===== config.mk =====
export PLATFORM = sky130hd
export DESIGN_NAME = skip_data_packer
export DESIGN_NICKNAME = d
export VERILOG_FILES = /design/src/rtl/skip_pack_pkg.sv /design/src/rtl/skip_pack_fifo.sv /design/src/rtl/skip_data_packer.sv
export SDC_FILE = /design/constraint.sdc
export NUM_CORES = 1
export LEC_CHECK = 0
export BUFFER_PORTS_ARGS = -buffer_cell sky130_fd_sc_hd__buf_2
export CAP_MARGIN = 0
export CORE_MARGIN = 5
export CORE_UTILIZATION = 62
export CTS_BUF_LIST = sky130_fd_sc_hd__clkbuf_8
export DETAILED_ROUTE_END_ITERATION = 10
export GPL_ROUTABILITY_DRIVEN = 0
export GPL_TIMING_DRIVEN = 0
export PLACE_DENSITY = 0.82
export SLEW_MARGIN = 20
export SYNTH_ARGS = -nofsm -noshare
export SYNTH_HDL_FRONTEND = slang
export SYNTH_SLANG_ARGS = --single-unit
export TNS_END_PERCENT = 30

===== constraint.sdc =====
create_clock -name clk -period 10.6 [get_ports clk]
set_input_delay 2.12 -clock clk [delete_from_list [all_inputs] [get_ports clk]]
set_output_delay 2.12 -clock clk [all_outputs]
set_load 0.02 [all_outputs]

===== src/rtl/skip_pack_pkg.sv =====
// Shared constants and width helpers for the skip-stream packer.
// Defining SKIP_PACK_TIMESTAMP_EN adds a 32-bit timestamp to every stored word.
package skip_pack_pkg;

  localparam int LANES_PER_GROUP        = 4;
  localparam int GROUPS_PER_WORD        = 2;
  localparam int LANES_PER_WORD         = LANES_PER_GROUP * GROUPS_PER_WORD;
  localparam int DEFAULT_FIFO_DEPTH_LOG2 = 2;

`ifdef SKIP_PACK_TIMESTAMP_EN
  localparam int TS_W = 32;
`else
  localparam int TS_W = 0;
`endif

  function automatic int word_w(input int nof_bits);
    return LANES_PER_WORD * nof_bits + TS_W;
  endfunction

  // FIFO entry = sample word (+ timestamp) plus one trigger bit per lane.
  function automatic int fifo_w(input int nof_bits);
    return word_w(nof_bits) + LANES_PER_WORD;
  endfunction

endpackage


===== src/rtl/skip_pack_fifo.sv =====
// Synchronous first-word-fall-through FIFO with occupancy count.
// Output reads as zero while empty so the downstream bus is quiet.
module skip_pack_fifo #(
  parameter int WIDTH = 8,
  parameter int AW    = 2
) (
  input  logic             clk,
  input  logic             rst_i,
  input  logic             wr_en,
  input  logic [WIDTH-1:0] din,
  input  logic             rd_en,
  output logic [WIDTH-1:0] dout,
  output logic             full,
  output logic             empty,
  output logic [AW:0]      level
);

  localparam int DEPTH = 1 << AW;

  logic [WIDTH-1:0] mem [DEPTH];
  logic [AW-1:0]    wr_ptr;
  logic [AW-1:0]    rd_ptr;
  logic [AW:0]      count;
  logic             push;
  logic             pop;

  assign empty = (count == '0);
  assign full  = (count == (AW+1)'(DEPTH));
  assign pop   = rd_en && !empty;
  // A write into a full FIFO still lands when the head leaves in the same cycle.
  assign push  = wr_en && (!full || pop);
  assign level = count;
  assign dout  = empty ? '0 : mem[rd_ptr];

  always_ff @(posedge clk) begin
    if (push) begin
      mem[wr_ptr] <= din;
    end
  end

  always_ff @(posedge clk or posedge rst_i) begin
    if (rst_i) begin
      wr_ptr <= '0;
      rd_ptr <= '0;
      count  <= '0;
    end else begin
      if (push) wr_ptr <= wr_ptr + AW'(1);
      if (pop)  rd_ptr <= rd_ptr + AW'(1);
      case ({push, pop})
        2'b10:   count <= count + (AW+1)'(1);
        2'b01:   count <= count - (AW+1)'(1);
        default: count <= count;
      endcase
    end
  end

endmodule


===== src/rtl/skip_data_packer.sv =====
// Packs pairs of 4-lane sample groups into 8-lane words, buffers them in a FWFT FIFO.
// Optional SKIP_PACK_TIMESTAMP_EN stores a cycle-count timestamp with each word.
module skip_data_packer
  import skip_pack_pkg::*;
#(
  parameter int NofBits       = 16,
  parameter int FifoDepthLog2 = DEFAULT_FIFO_DEPTH_LOG2
) (
  input  logic                              clk,
  input  logic                              rst_i,
  input  logic signed [NofBits-1:0]         x0_i,
  input  logic signed [NofBits-1:0]         x0z_i,
  input  logic signed [NofBits-1:0]         x1_i,
  input  logic signed [NofBits-1:0]         x1z_i,
  input  logic                              data_valid_i,
  input  logic                              active_i,
  input  logic [3:0]                        trigger_vector_i,
  input  logic                              ready_i,
  output logic                              valid_o,
  output logic [LANES_PER_WORD*NofBits-1:0] data_o,
  output logic [7:0]                        trig_o,
  output logic [31:0]                       ts_o,
  output logic                              overflow_o,
  output logic [FifoDepthLog2:0]            level_o
);

  localparam int HALF_W = LANES_PER_GROUP * NofBits;
  localparam int WORD_W = LANES_PER_WORD * NofBits;
  localparam int FIFO_W = fifo_w(NofBits);

  logic [HALF_W-1:0] grp_data;
  logic              active_q;
  logic              half;
  logic              flush;
  logic              word_done;
  logic [HALF_W-1:0] lo_data;
  logic [3:0]        lo_trig;
  logic [WORD_W-1:0] word_p0;
  logic [7:0]        trig_p0;
  logic              vld_p0;
  logic [FIFO_W-1:0] fifo_din;
  logic [FIFO_W-1:0] fifo_dout;
  logic              fifo_full;
  logic              fifo_empty;
  logic              pop;

  assign grp_data  = {x1z_i, x1_i, x0z_i, x0_i};
  // A falling active edge closes a half word only if no group arrives to finish it.
  assign flush     = active_q && !active_i && half && !data_valid_i;
  assign word_done = (data_valid_i && half) || flush;
  assign pop       = valid_o && ready_i;

  // Stage 0: assemble the word and register it for the FIFO write.
  always_ff @(posedge clk or posedge rst_i) begin
    if (rst_i) begin
      active_q <= 1'b0;
      half     <= 1'b0;
      lo_data  <= '0;
      lo_trig  <= '0;
      word_p0  <= '0;
      trig_p0  <= '0;
      vld_p0   <= 1'b0;
    end else begin
      active_q <= active_i;
      vld_p0   <= word_done;
      if (data_valid_i && !half) begin
        lo_data <= grp_data;
        lo_trig <= trigger_vector_i;
        half    <= 1'b1;
      end else if (data_valid_i) begin
        word_p0 <= {grp_data, lo_data};
        trig_p0 <= {trigger_vector_i, lo_trig};
        half    <= 1'b0;
      end else if (flush) begin
        word_p0 <= {{HALF_W{1'b0}}, lo_data};
        trig_p0 <= {4'b0000, lo_trig};
        half    <= 1'b0;
      end
    end
  end

`ifdef SKIP_PACK_TIMESTAMP_EN
  logic [31:0] ts_cnt;
  logic [31:0] lo_ts;
  logic [31:0] ts_p0;

  always_ff @(posedge clk or posedge rst_i) begin
    if (rst_i) begin
      ts_cnt <= '0;
      lo_ts  <= '0;
      ts_p0  <= '0;
    end else begin
      ts_cnt <= ts_cnt + 32'd1;
      if (data_valid_i && !half) lo_ts <= ts_cnt;
      if (word_done)             ts_p0 <= lo_ts;
    end
  end

  assign fifo_din = {ts_p0, trig_p0, word_p0};
  assign ts_o     = fifo_dout[WORD_W+8 +: 32];
`else
  assign fifo_din = {trig_p0, word_p0};
  assign ts_o     = '0;
`endif

  // Stage 1: FIFO write; a word that finds no room is dropped and flagged.
  skip_pack_fifo #(
    .WIDTH (FIFO_W),
    .AW    (FifoDepthLog2)
  ) u_fifo (
    .clk   (clk),
    .rst_i (rst_i),
    .wr_en (vld_p0),
    .din   (fifo_din),
    .rd_en (ready_i),
    .dout  (fifo_dout),
    .full  (fifo_full),
    .empty (fifo_empty),
    .level (level_o)
  );

  always_ff @(posedge clk or posedge rst_i) begin
    if (rst_i) begin
      overflow_o <= 1'b0;
    end else if (vld_p0 && fifo_full && !pop) begin
      overflow_o <= 1'b1;
    end
  end

  assign valid_o = !fifo_empty;
  assign data_o  = fifo_dout[WORD_W-1:0];
  assign trig_o  = fifo_dout[WORD_W +: 8];

endmodule


==> results by group, run 1 <==
Critical path
  • Worst Setup SP: u_fifo.level[0]
  • Critical path depth: 5
  • Worst r2r src: u_fifo.level[2]
  • Crit path launch type: flop
  • Most frequent CP cell: clkbuf_1
  • Maximum fanout along the worst path: 10
  • Reg2reg path depth: 5
  • CP required: 8.48 ns
  • Worst path bufs/invs: 3
  • CP endpoint kind: output pin
  • WS Path Type: flop to output pin
  • Slowest cell on the critical path: clkbuf_1
  • CP cell instances: or3_1 -> clkbuf_1 -> clkbuf_1 -> and2_1 -> buf_2
  • Reg2Reg Setup Slack: 8.08 ns
  • Crit path DAT: 2.77 ns
  • RR Endpoint: u_fifo.mem[0][80]
  • Worst setup path end: data_o[105]
  • CP peak stage delay: 0.60 ns
  • Cell family with most CP delay: buffers and inverters

Synthesis
  • Ys async rst share: 0.283
  • Yosys warning count: 0
  • Post-synth EDFFs: 544
  • Post-synth cell types: 27
  • Post-synthesis register bit count: 759
  • Syn Inst Count: 1383
  • Top FF cell, synth: edfxtp_1
  • Seq/Total Area, Yosys: 0.753
  • Syn Std Cell Area: 28800 sq um
  • Syn avg cell area: 20.8 sq um

Power
  • Static leakage: 12.6 nW
  • Switching Share: 0.324
  • Reg power frac: 0.451
  • Switching power: 3.22 mW
  • Power share of the clock group: 0.225
  • Pwr/cell area: 299 nW/um^2
  • Power share of the combinational group: 0.324
  • Int Power: 6.73 mW
  • Tot Pwr: 9.95 mW
  • Peak supply drop: 218 uV

Route
  • Pre-antenna DRT Iters: 5
  • Vias post-DR: 14200
  • DRC: 0
  • Antenna viol nets, final: 0
  • Via/cell ratio: 5.76
  • Final WL: 59200 um
  • Starting DRT DRC Count: 1206
  • Wire per inst: 24.0 um

STA
  • Final Critical Period: 4.89 ns
  • Worst-Margin Slew: 0.748 ns
  • WHS: 0.486 ns
  • Final setup vio count: 0
  • RSZ-0062 raised after global routing: false
  • Final period utilization: 0.461
  • Final Hold Vio Count: 0
  • Relative slew slack: 0.501
  • FMAX: 205 MHz
  • Layout Skew: 0.0235 ns
  • Max Slew Vio Count: 0

GRT
  • Overflow after GRT: 0
  • Initial antenna violation count: 7
  • GRT Overall Usage: 0.238
  • First-pass GRT wire length: 90300 um
  • Largest net degree at the start of global routing: 94
  • Vias in the first global route: 15200

Min path
  • Hold Path Class: flop to flop

Floorplan
  • Standard-cell rows: 79
  • Core Box Area: 46300 sq um
  • Initial Util: 0.623
  • Die area: 50900 sq um
  • IO Pins: 246
  • Width of the die: 226 um
  • Die height: 226 um

CTS
  • # H-tree levels: 3
  • Worst-Skew Late Latency: 0.69 ns
  • Clock sinks: 759
  • CTS buffer count: 112
  • Clock buffer depth: 3
  • Worst-path clk slew: 0.06 ns
  • Hold buffers post-CTS: 0
  • CTS tree: yes
  • Post_cts resized: 0
  • CTS Root Cell: clkbuf_8
  • Total setup buffers inserted after CTS: 0

Cells and area
  • Synth-to-layout area growth: 15.6%
  • Most frequent cells in the layout: 544 x edfxtp_1, 239 x buf_2, 215 x dfrtp_1
  • Fillcell total: 2780
  • Commonest non-fill, non-tap cell in the layout: edfxtp_1
  • Final core utilization: 0.720
  • Fin nets: 1834
  • Fraction of layout cells with a size suffix above 1: 0.393

Job
  • Max_cap viols: 0

Placement
  • Port bufs: 213
  • Post-DP HPWL: 37200 um

Status
  • Status: completed
-- state kept, by name (all words and copies together), names as in the netlist --
register       count
u_fifo.mem       544
word_p0          128
lo_data           64
trig_p0            8
lo_trig            4
u_fifo.level       3
u_fifo.rd_ptr      2
u_fifo.wr_ptr      2
active_q           1
half               1
overflow_o         1
vld_p0             1
-- metrics by stage --
step | instance area (sq um) | std cells | TNS (ns) | worst slack, ns
after global placement | 30800 | 2234 | -75.66 | -0.373
after detailed placement | 31100 | 2248 | 0 | 6.34
final | 33300 | 2463 | 0 | 5.71
after global routing | 33300 | 2460 | 0 | 5.56
after CTS | 33300 | 2459 | 0 | 5.59
after floorplan | 28900 | 1414 | 0 | 2.60
-- cells in the mapped netlist, types with 3 or more instances --
master / count / area share
buf_1: 7 / 0.00091
and2_1: 142 / 0.031
ha_1: 5 / 0.0022
inv_1: 8 / 0.0010
dfrtp_1: 215 / 0.19
mux2_2: 137 / 0.054
clkbuf_1: 27 / 0.0035
a22o_1: 68 / 0.021
buf_4: 34 / 0.0089
nor2b_1: 3 / 0.00065
buf_2: 26 / 0.0045
xor2_1: 3 / 0.00091
edfxtp_1: 544 / 0.57
buf_6: 4 / 0.0016
mux4_2: 136 / 0.11
xnor2_1: 3 / 0.00091
buf_12: 11 / 0.0076
-- layer usage --
layer / wire, um / share of wire / global-route usage / up-vias
met5: 13 / 0.00022 / 0 / -
met4: 1040 / 0.018 / 0.0676 / 2
met3: 4060 / 0.069 / 0.0526 / 78
met2: 30800 / 0.52 / 0.394 / 495
met1: 23300 / 0.39 / 0.330 / 7481
li1: - / - / - / 6139
-- worst register-to-register path, stage by stage (launching register included) --
cell and delay (ns):
dfrtp_1 0.41, nor4b_1 0.18, nor2b_1 0.47, and2_4 0.50
buf_16 0.30, buf_16 0.30
-- cell families (layout without fill, tap and decap cells) --
kind of cell	count (synthesis)	count (layout)	synth area share
xor+xnor	6	6	0.00182
flops	759	759	0.753
compound gates	71	71	0.0214
buf+inv	117	555	0.0280
other cells	1	36	0.000130
simple gates	149	149	0.0323
fa+ha+maj	6	6	0.00286
mux	274	274	0.160
-- worst min-delay path by stage --
stage | start | endpoint | cells past startpoint
2_1_floorplan | vld_p0 | overflow_o | 1
3_3_place_gp | overflow_o | overflow_o | 1
3_5_place_dp | overflow_o | overflow_o | 1
4_1_cts | overflow_o | overflow_o | 1
5_1_grt | lo_data[36] | word_p0[36] | 1
6_report | overflow_o | overflow_o | 1
-- layout make-up --
type / count / area [sq um] / area share
inverter: 8 / 37.5 / 0.00113
sequential: 759 / 21700 / 0.652
clock buffer: 133 / 1830 / 0.0549
timing repair buffer: 227 / 1400 / 0.0420
clock inverter: 78 / 365 / 0.0110
multi-input combinational: 538 / 6430 / 0.193
antenna: 4 / 10.0 / 0.000300
buffer: 109 / 779 / 0.0234
tap: 607 / 759 / 0.0228
-- power groups by stage --
stage          clock network, mW  registers (mW)  logic [mW]
6_report                    2.24            4.49        3.23
5_1_grt                     2.43            4.56        3.45
4_1_cts                     2.28            4.48        3.30
3_5_place_dp                   0            4.54        3.28
3_3_place_gp                   0            4.55        3.17
2_1_floorplan                  0            4.45        2.24
(Power assumes the default switching activity.)
==> inputs of run 2 (changes only) <==
==> constraint.sdc (replaced) <==
create_clock -name clk -period 5 [get_ports clk]
set_input_delay 1 -clock clk [delete_from_list [all_inputs] [get_ports clk]]
set_output_delay 1 -clock clk [all_outputs]
set_load 0.02 [all_outputs]
==> results by group, run 2 (synthesis results as in run 1) <==
Floorplan
  • Die height: 226 um (unchanged)
  • Initial Util: 0.623 (unchanged)
  • Die area: 50900 sq um (unchanged)
  • Width of the die: 226 um (unchanged)
  • IO Pins: 246 (unchanged)
  • Core Box Area: 46300 sq um (unchanged)
  • Standard-cell rows: 79 (unchanged)

STA
  • Final Critical Period: 3.78 ns
  • RSZ-0062 raised after global routing: false (unchanged)
  • Max Slew Vio Count: 0 (unchanged)
  • Final setup vio count: 0 (unchanged)
  • FMAX: 265 MHz
  • Final worst slack: 1.22 ns (was 5.71 ns)
  • Layout Skew: 0.0227 ns (was 0.0235 ns)
  • Relative slew slack: 0.481 (was 0.501)
  • WHS: 0.378 ns (was 0.486 ns)
  • Final Hold Vio Count: 0 (unchanged)
  • Final period utilization: 0.756
  • Worst-Margin Slew: 0.778 ns (was 0.748 ns)

Critical path
  • RR Endpoint: u_fifo.mem[2][4] (was u_fifo.mem[0][80])
  • WS Path Type: flop to output pin (unchanged)
  • Worst r2r src: u_fifo.level[2] (unchanged)
  • Crit path DAT: 2.78 ns (was 2.77 ns)
  • Maximum fanout along the worst path: 10 (unchanged)
  • CP endpoint kind: output pin (unchanged)
  • Reg2Reg Setup Slack: 2.40 ns (was 8.08 ns)
  • CP required: 4.00 ns (was 8.48 ns)
  • Reg2reg path depth: 5 (unchanged)
  • Worst Setup SP: u_fifo.level[0] (unchanged)
  • Worst setup path end: trig_o[1] (was data_o[105])
  • Crit path launch type: flop (unchanged)

GRT
  • Largest net degree at the start of global routing: 46 (was 94)
  • Overflow after GRT: 0 (unchanged)
  • First-pass GRT wire length: 89500 um (was 90300 um)
  • GRT Overall Usage: 0.236 (was 0.238)
  • Initial antenna violation count: 3 (was 7)
  • Vias in the first global route: 15100 (was 15200)

Route
  • Vias post-DR: 14200 (about the same)
  • DRC: 0 (unchanged)
  • Final WL: 58500 um (was 59200 um)
  • Antenna viol nets, final: 0 (unchanged)
  • Pre-antenna DRT Iters: 5 (unchanged)
  • Via/cell ratio: 5.75 (was 5.76)
  • Wire per inst: 23.7 um (was 24.0 um)
  • Starting DRT DRC Count: 1067 (was 1206)

Placement
  • Post-DP HPWL: 37500 um (was 37200 um)
  • Port bufs: 213 (unchanged)
  • Pre-CTS WS: 1.78 ns (was 6.34 ns)
  • Placed insts: 2254 (was 2248)

CTS
  • Post_cts resized: 0 (unchanged)
  • Clock buffer depth: 3 (unchanged)
  • Hold buffers post-CTS: 0 (unchanged)
  • Total setup buffers inserted after CTS: 0 (unchanged)
  • CTS Root Cell: clkbuf_8 (unchanged)
  • # H-tree levels: 3 (unchanged)
  • CTS buffer count: 111 (was 112)
  • Worst-path clk slew: 0.06 ns (about the same)
  • Worst-Skew Late Latency: 0.69 ns (about the same)
  • CTS tree: yes (unchanged)
  • Clock sinks: 759 (unchanged)

Cells and area
  • Fin cells: 2465 (was 2463)
  • Max reg flops: 544 (unchanged)
  • Commonest non-fill, non-tap cell in the layout: edfxtp_1 (unchanged)
  • Fraction of layout cells with a size suffix above 1: 0.397 (was 0.393)
  • Reg with most FFs: u_fifo.mem (unchanged)
  • Final core utilization: 0.723 (was 0.720)
  • Most frequent cells in the layout: 544 x edfxtp_1, 239 x buf_2, 215 x dfrtp_1 (unchanged)
  • Top Registers: u_fifo.mem (544), word_p0 (128), lo_data (64) (unchanged)
  • Synth-to-layout area growth: 16.0% (was 15.6%)
  • Fin nets: 1839 (was 1834)

Power
  • Peak supply drop: 491 uV (was 218 uV)
  • Static leakage: 12.6 nW (about the same)
  • Pwr/cell area: 628 nW/um^2 (was 299 nW/um^2)

Status
  • Status: completed (unchanged)

Min path
  • Hold Path Class: primary input to asynchronous set/reset pin (was flop to flop)

Job
  • Max_cap viols: 0 (unchanged)
-- run 2: changes by cell type in the layout (fill, tap and decap cells not counted), sizes merged --
cell      before  now
buf          309  315
clkbuf       160  155
clkinv        25   30
diode          4    1
bufinv         2    1
clkinvlp       2    3
inv           57   56
-- run 2: power by group --
| group | switching, mW | leakage [nW] | internal (mW) |
|---|---|---|---|
| sequential | 0.790 | 7.57 | 8.72 |
| clock | 2.25 | 1.27 | 2.40 |
| combinational | 3.78 | 3.78 | 3.06 |
| total | 6.82 | 12.6 | 14.2 |
-- run 2: area by class of cell --
class | instances | area (sq um)
antenna | 1 | 2.50
buffer | 109 | 779
clock buffer | 128 | 1760
clock inverter | 82 | 387
fill | 2750 | 12800
inverter | 8 | 33.8
multi-input combinational | 538 | 6430
sequential | 759 | 21700
tap | 607 | 759
timing repair buffer | 233 | 1560
-- run 2: how the worst min path moves through the flow --
stage / startpoint / cells after the start / slack [ns] / to
after floorplan: vld_p0 / 1 / 0.44 / overflow_o
after global placement: overflow_o / 1 / 0.44 / overflow_o
after detailed placement: overflow_o / 1 / 0.45 / overflow_o
after CTS: rst_i / 2 / 0.34 / word_p0[83]
after global routing: rst_i / 2 / 0.40 / word_p0[14]
final: rst_i / 2 / 0.38 / word_p0[14]
-- run 2: routing by layer --
metal  global-route usage  part of all wire
met2                0.385              0.52
met4               0.0726             0.020
met1                0.326              0.39
met3               0.0552             0.071
met5                    0           0.00046
-- run 2: critical path: stages (launching register included) --
cell and delay [ns]:
dfrtp_1 0.43, or3_1 0.46, clkbuf_2 0.44, clkbuf_1 0.34, and2_1 0.24, buf_2 0.17
-- run 2: stage by stage --
| step | setup TNS (ns) | power [mW] | instance area, sq um |
|---|---|---|---|
| finish | 0 | 21.0 | 33400 |
| detailed placement | 0 | 16.6 | 31300 |
| global placement | -1282.79 | 16.3 | 30800 |
| CTS | 0 | 21.2 | 33400 |
| global route | 0 | 22.1 | 33400 |
| floorplan | -18.00 | 14.2 | 28900 |
